==> config.mk <==
export PLATFORM = sky130hd
export DESIGN_NAME = counter_sequencer
export DESIGN_NICKNAME = d
export VERILOG_FILES = /design/src/rtl/counter_seq_pkg.sv /design/src/rtl/updown_counter_core.sv /design/src/rtl/counter_sequencer.sv
export SDC_FILE = /design/constraint.sdc
export NUM_CORES = 1
export LEC_CHECK = 0
export ABC_AREA = 0
export BUFFER_PORTS_ARGS = -buffer_cell sky130_fd_sc_hd__buf_2
export CORE_ASPECT_RATIO = 1.25
export CORE_MARGIN = 1.5
export CORE_UTILIZATION = 40
export CTS_BUF_LIST = sky130_fd_sc_hd__clkbuf_8
export CTS_CLUSTER_DIAMETER = 30
export DETAILED_ROUTE_END_ITERATION = 12
export GPL_ROUTABILITY_DRIVEN = 0
export SLEW_MARGIN = 25
export SYNTH_ARGS = -nofsm -noshare
export SYNTH_HDL_FRONTEND = slang
export SYNTH_SLANG_ARGS = --single-unit
==> constraint.sdc <==
create_clock -name clk -period 3.3 [get_ports clk]
set_input_delay 0.66 -clock clk [delete_from_list [all_inputs] [get_ports clk]]
set_output_delay 0.66 -clock clk [all_outputs]
set_load 0.02 [all_outputs]
==> src/rtl/counter_seq_pkg.sv <==
// Shared state and command encodings for the counter sequencer and its bench.
package counter_seq_pkg;

    typedef enum logic [2:0] {
        IDLE     = 3'd0,
        LOAD     = 3'd1,
        RUN_UP   = 3'd2,
        RUN_DOWN = 3'd3,
        DONE     = 3'd4
    } state_t;

    localparam logic [1:0] MODE_UP_ONCE   = 2'b00;
    localparam logic [1:0] MODE_DOWN_ONCE = 2'b01;
    localparam logic [1:0] MODE_BOUNCE    = 2'b10;
    localparam logic [1:0] MODE_FREE      = 2'b11;

endpackage

==> src/rtl/updown_counter_core.sv <==
// Loadable up/down counter datapath; load beats enable, arithmetic wraps.
module updown_counter_core #(
    parameter int WIDTH = 4
) (
    input  logic             clk,
    input  logic             reset,
    input  logic             en,
    input  logic             load,
    input  logic [WIDTH-1:0] load_val,
    input  logic             up_down,
    output logic [WIDTH-1:0] count
);

    logic [WIDTH-1:0] count_q;
    logic [WIDTH-1:0] count_d;

    always_comb begin
        count_d = count_q;
        if (load) begin
            count_d = load_val;
        end else if (en) begin
            count_d = up_down ? (count_q + WIDTH'(1)) : (count_q - WIDTH'(1));
        end
    end

    always_ff @(posedge clk or negedge reset) begin
        if (!reset) begin
            count_q <= '0;
        end else begin
            count_q <= count_d;
        end
    end

    assign count = count_q;

endmodule

==> src/rtl/counter_sequencer.sv <==
// Command-driven sequencer: steps the counter core through up, down, bounce
// and free-running runs, reporting busy/done/aborted status.
module counter_sequencer
    import counter_seq_pkg::*;
#(
    parameter int WIDTH  = 4,
    parameter int PASS_W = 4
) (
    input  logic              clk,
    input  logic              reset,
    input  logic              start,
    input  logic [1:0]        mode,
    input  logic [WIDTH-1:0]  limit,
    input  logic [PASS_W-1:0] passes,
    input  logic              abort,
    output logic [WIDTH-1:0]  count,
    output logic              up_down,
    output logic              busy,
    output logic              done,
    output logic              aborted,
    output logic [PASS_W-1:0] pass_cnt,
    output logic [2:0]        dbg_state
);

    state_t            state_q, state_d;
    logic [1:0]        mode_q, mode_d;
    logic [WIDTH-1:0]  limit_q, limit_d;
    logic [PASS_W-1:0] passes_q, passes_d;
    logic [PASS_W-1:0] pass_cnt_q, pass_cnt_d;
    logic              aborted_q, aborted_d;
    logic              up_down_q, up_down_d;

    logic              core_en;
    logic              core_load;
    logic [WIDTH-1:0]  core_load_val;
    logic [PASS_W-1:0] eff_passes;

    assign eff_passes = (passes_q == '0) ? PASS_W'(1) : passes_q;

    always_comb begin
        state_d       = state_q;
        mode_d        = mode_q;
        limit_d       = limit_q;
        passes_d      = passes_q;
        pass_cnt_d    = pass_cnt_q;
        aborted_d     = aborted_q;
        core_en       = 1'b0;
        core_load     = 1'b0;
        core_load_val = '0;

        case (state_q)
            IDLE: begin
                if (start) begin
                    mode_d     = mode;
                    limit_d    = limit;
                    passes_d   = passes;
                    pass_cnt_d = '0;
                    aborted_d  = 1'b0;
                    state_d    = LOAD;
                end
            end
            LOAD: begin
                if (abort) begin
                    aborted_d = 1'b1;
                    state_d   = DONE;
                end else if (mode_q == MODE_DOWN_ONCE) begin
                    core_load     = 1'b1;
                    core_load_val = limit_q;
                    state_d       = RUN_DOWN;
                end else begin
                    core_load = 1'b1;
                    state_d   = RUN_UP;
                end
            end
            RUN_UP: begin
                // Reaching the limit costs a dwell cycle with no step.
                if (abort) begin
                    aborted_d = 1'b1;
                    state_d   = DONE;
                end else if (mode_q == MODE_FREE || count != limit_q) begin
                    core_en = 1'b1;
                end else if (mode_q == MODE_BOUNCE) begin
                    state_d = RUN_DOWN;
                end else begin
                    state_d = DONE;
                end
            end
            RUN_DOWN: begin
                if (abort) begin
                    aborted_d = 1'b1;
                    state_d   = DONE;
                end else if (count != '0) begin
                    core_en = 1'b1;
                end else if (mode_q == MODE_BOUNCE) begin
                    pass_cnt_d = pass_cnt_q + PASS_W'(1);
                    state_d    = (pass_cnt_d == eff_passes) ? DONE : RUN_UP;
                end else begin
                    state_d = DONE;
                end
            end
            DONE: begin
                state_d = IDLE;
            end
            default: begin
                state_d = IDLE;
            end
        endcase

        // Direction follows the state being entered so it is valid on arrival.
        up_down_d = up_down_q;
        if (state_d == RUN_UP) begin
            up_down_d = 1'b1;
        end else if (state_d == RUN_DOWN) begin
            up_down_d = 1'b0;
        end
    end

    always_ff @(posedge clk or negedge reset) begin
        if (!reset) begin
            state_q    <= IDLE;
            mode_q     <= MODE_UP_ONCE;
            limit_q    <= '0;
            passes_q   <= '0;
            pass_cnt_q <= '0;
            aborted_q  <= 1'b0;
            up_down_q  <= 1'b1;
        end else begin
            state_q    <= state_d;
            mode_q     <= mode_d;
            limit_q    <= limit_d;
            passes_q   <= passes_d;
            pass_cnt_q <= pass_cnt_d;
            aborted_q  <= aborted_d;
            up_down_q  <= up_down_d;
        end
    end

    updown_counter_core #(.WIDTH(WIDTH)) u_core (
        .clk      (clk),
        .reset    (reset),
        .en       (core_en),
        .load     (core_load),
        .load_val (core_load_val),
        .up_down  (up_down_q),
        .count    (count)
    );

    assign up_down   = up_down_q;
    assign busy      = (state_q == LOAD) || (state_q == RUN_UP) || (state_q == RUN_DOWN);
    assign done      = (state_q == DONE);
    assign aborted   = aborted_q;
    assign pass_cnt  = pass_cnt_q;
    assign dbg_state = state_q;

endmodule

==> reports/summary.txt <==
run status = finished clean
Nets = 176
DRT Wirelength = 2.72 mm
pin count of the biggest net entering global routing = 24
Placed Cells = 190
crit path time final = 1920 ps
R2R depth = 6
CP bufs+invs = 0
Post-synth EDFFs = 0
TritonCTS Buffers = 3
final hold viol count = 0
critical path's largest stage delay = 460 ps
First DRT Iteration DRCs = 32
drt pass-1 iters = 4
pre-CTS setup slack = 1210 ps
worst IR drop on VDD = 0.494 mV
Post-Syn Area = 1360 um2
PnR worst setup slack = 1380 ps
library cells used by synthesis = 47
final setup vio count = 0
critical path fanouts, max = 7
Syn. warnings = 0
fmax = 0.521 GHz
Synth top area share = 0.404
post-CTS resize count = 0
Clock Latency Late Sink = 260 ps
die height = 68.3 um
Crit path max-delay family = flip-flops
slack of the worst reg-to-reg path = 1380 ps
CP required = 3490 ps
Core Region = 3220 um2
Die ar. = 3770 um2
vias per cell = 5.36
CTS tree = yes
crit path kind = reg -> reg
Sink Count = 23
Starting Density = 0.423
ANT nets after route = 0
top cells by count, synth = dfrtp_1 (22), mux2_2 (11), nand2_1 (11)
Area Growth Syn to Fin = 15.9%
Setup crit start kind = register
Routed WL per cell = 14.0 um
post-synthesis sequential area ratio = 0.423
die width = 55.2 um
CTS root buffer = clkbuf_8
cell taking the most area after synthesis = dfrtp_1
syn avg cell area = 10.6 um2
max-cap viol count = 0
n_diodes = 0
synth top area cells = dfrtp_1 (40%), mux2_2 (9.1%), xor2_1 (3.9%), nand2_1 (3.0%), ha_1 (2.8%)
Arr. time, crit path = 2110 ps
Mapped Nets = 146
Max H-tree Level = 1
num ports = 29
Slew HR = 0.655
clock slew at reported path FFs = 80 ps
# rows = 23
Remaining Overflow, GRT = 0
Layout Cells excl Fill = 194
initial antenna violation count = 0
layout cell share with drive strength beyond 1 = 0.312
Min Hold Slack = 360 ps
final HPWL from detailed placement = 2.02 mm
RSZ-0062 raised after global routing = false
setup TNS = 0 ps
Post-CTS Hold Buffers = 0
Power Dens Cells = 930 nW/um2
Reg2Reg Capture Point = up_down
Mapped Cells = 128
worst slew pin tran = 517 ps
postcts setup bufs = 0
DRC violation count after routing = 0
gr usage total = 0.157
IO buf count = 28
clk buf depth = 2
first-pass GRT wire length = 4.67 mm
vias = 1039
Synth Register Bits = 23
endpoint type of the worst setup path = register
max-slew violations = 0
worst reg2reg path startpoint = pass_cnt[0]
worst path cell trace = ha_1, xnor3_1, nand3_1, and4bb_1, o211ai_1, mux2i_1
worst hold path type = in -> async
Main synth FF type = dfrtp_1
crit share post-route = 0.582
vias in the first global route = 1028
Fin Clk Skew = 1.34 ps
CP max stage cell = dfrtp_1
Leakage = 0.000725 uW
top-count cell post-synth = dfrtp_1
Async S/R FF share, synth = 1.00
-- layout make-up --
class	instances	area, um2
fill	319	1640
multi-input combinational	98	751
sequential	23	577
timing repair buffer	29	148
tap	37	46.3
clock buffer	3	41.3
inverter	3	11.3
clock inverter	1	5.00
-- metrics by stage --
step,cell area (um2),utilization,power (uW)
finish,1580,0.490,1470
floorplan,1360,-,1110
CTS,1580,0.490,1490
detailed placement,1530,0.476,1310
global route,1580,0.490,1590
global placement,1530,0.476,1280
-- per-layer routing --
metal | up-vias | global-route usage | routed length (um)
met5 | - | 0 | 0
met4 | 0 | 0.0762 | 50
met3 | 6 | 0.0265 | 103
met2 | 24 | 0.263 | 1310
met1 | 488 | 0.199 | 1250
li1 | 521 | - | -
-- power by group --
part,switching (uW),internal (uW),leakage [uW],total (uW)
Combinational,369,352,0.000415,721
Clock,90.7,84.3,0.0000255,175
Sequential,173,400,0.000285,573
-- worst max-delay path by stage --
stage	to	cells after the start	start
2_1_floorplan	u_core.count[1]	5	abort
3_3_place_gp	u_core.count[1]	5	abort
3_5_place_dp	u_core.count[1]	5	abort
4_1_cts	up_down	6	pass_cnt[0]
5_1_grt	up_down	6	pass_cnt[0]
6_report	up_down	6	pass_cnt[0]
-- layout by cell type (no fill, tap or decap), types with 2 or more instances in the layout --
cell type / instances
clkbuf_8: 3
o21ai_1: 2
inv_1: 3
o21ai_0: 7
a21oi_1: 6
mux2_2: 11
xor2_1: 6
xnor2_1: 2
nand3_1: 3
nand2b_1: 3
nor2_1: 7
o211ai_1: 2
dfrtp_1: 22
buf_2: 28
ha_1: 3
o2bb2ai_1: 2
nand2_1: 11
nor3_1: 5
a22o_1: 2
-- cells by family after synthesis --
kind of cell    count (synthesis)  share of synthesized area
flops                          23                      0.423
compound gates                 28                      0.131
buf+inv                         7                     0.0257
mux                            13                      0.107
simple gates                   43                      0.186
xor+xnor                       10                     0.0854
fa+ha+maj                       4                     0.0422
-- worst register-to-register path: cells and delay by family, from the launching register on --
family	cells	cell delay, ps
AO/OA/AOI/OAI	1	260
adder cells (fa/ha/maj)	1	230
XOR/XNOR	1	390
AND/OR/NAND/NOR	2	290
flip-flops	1	460
multiplexers	1	230
-- state kept, by name, summed over array words and instances (netlist names) --
name and flops:
limit_q 4, up_down 1, dbg_state 3, mode_q 2
aborted 1, pass_cnt 4, passes_q 4, u_core.count 4
No activity file was read; power rests on OpenSTA's default activity.
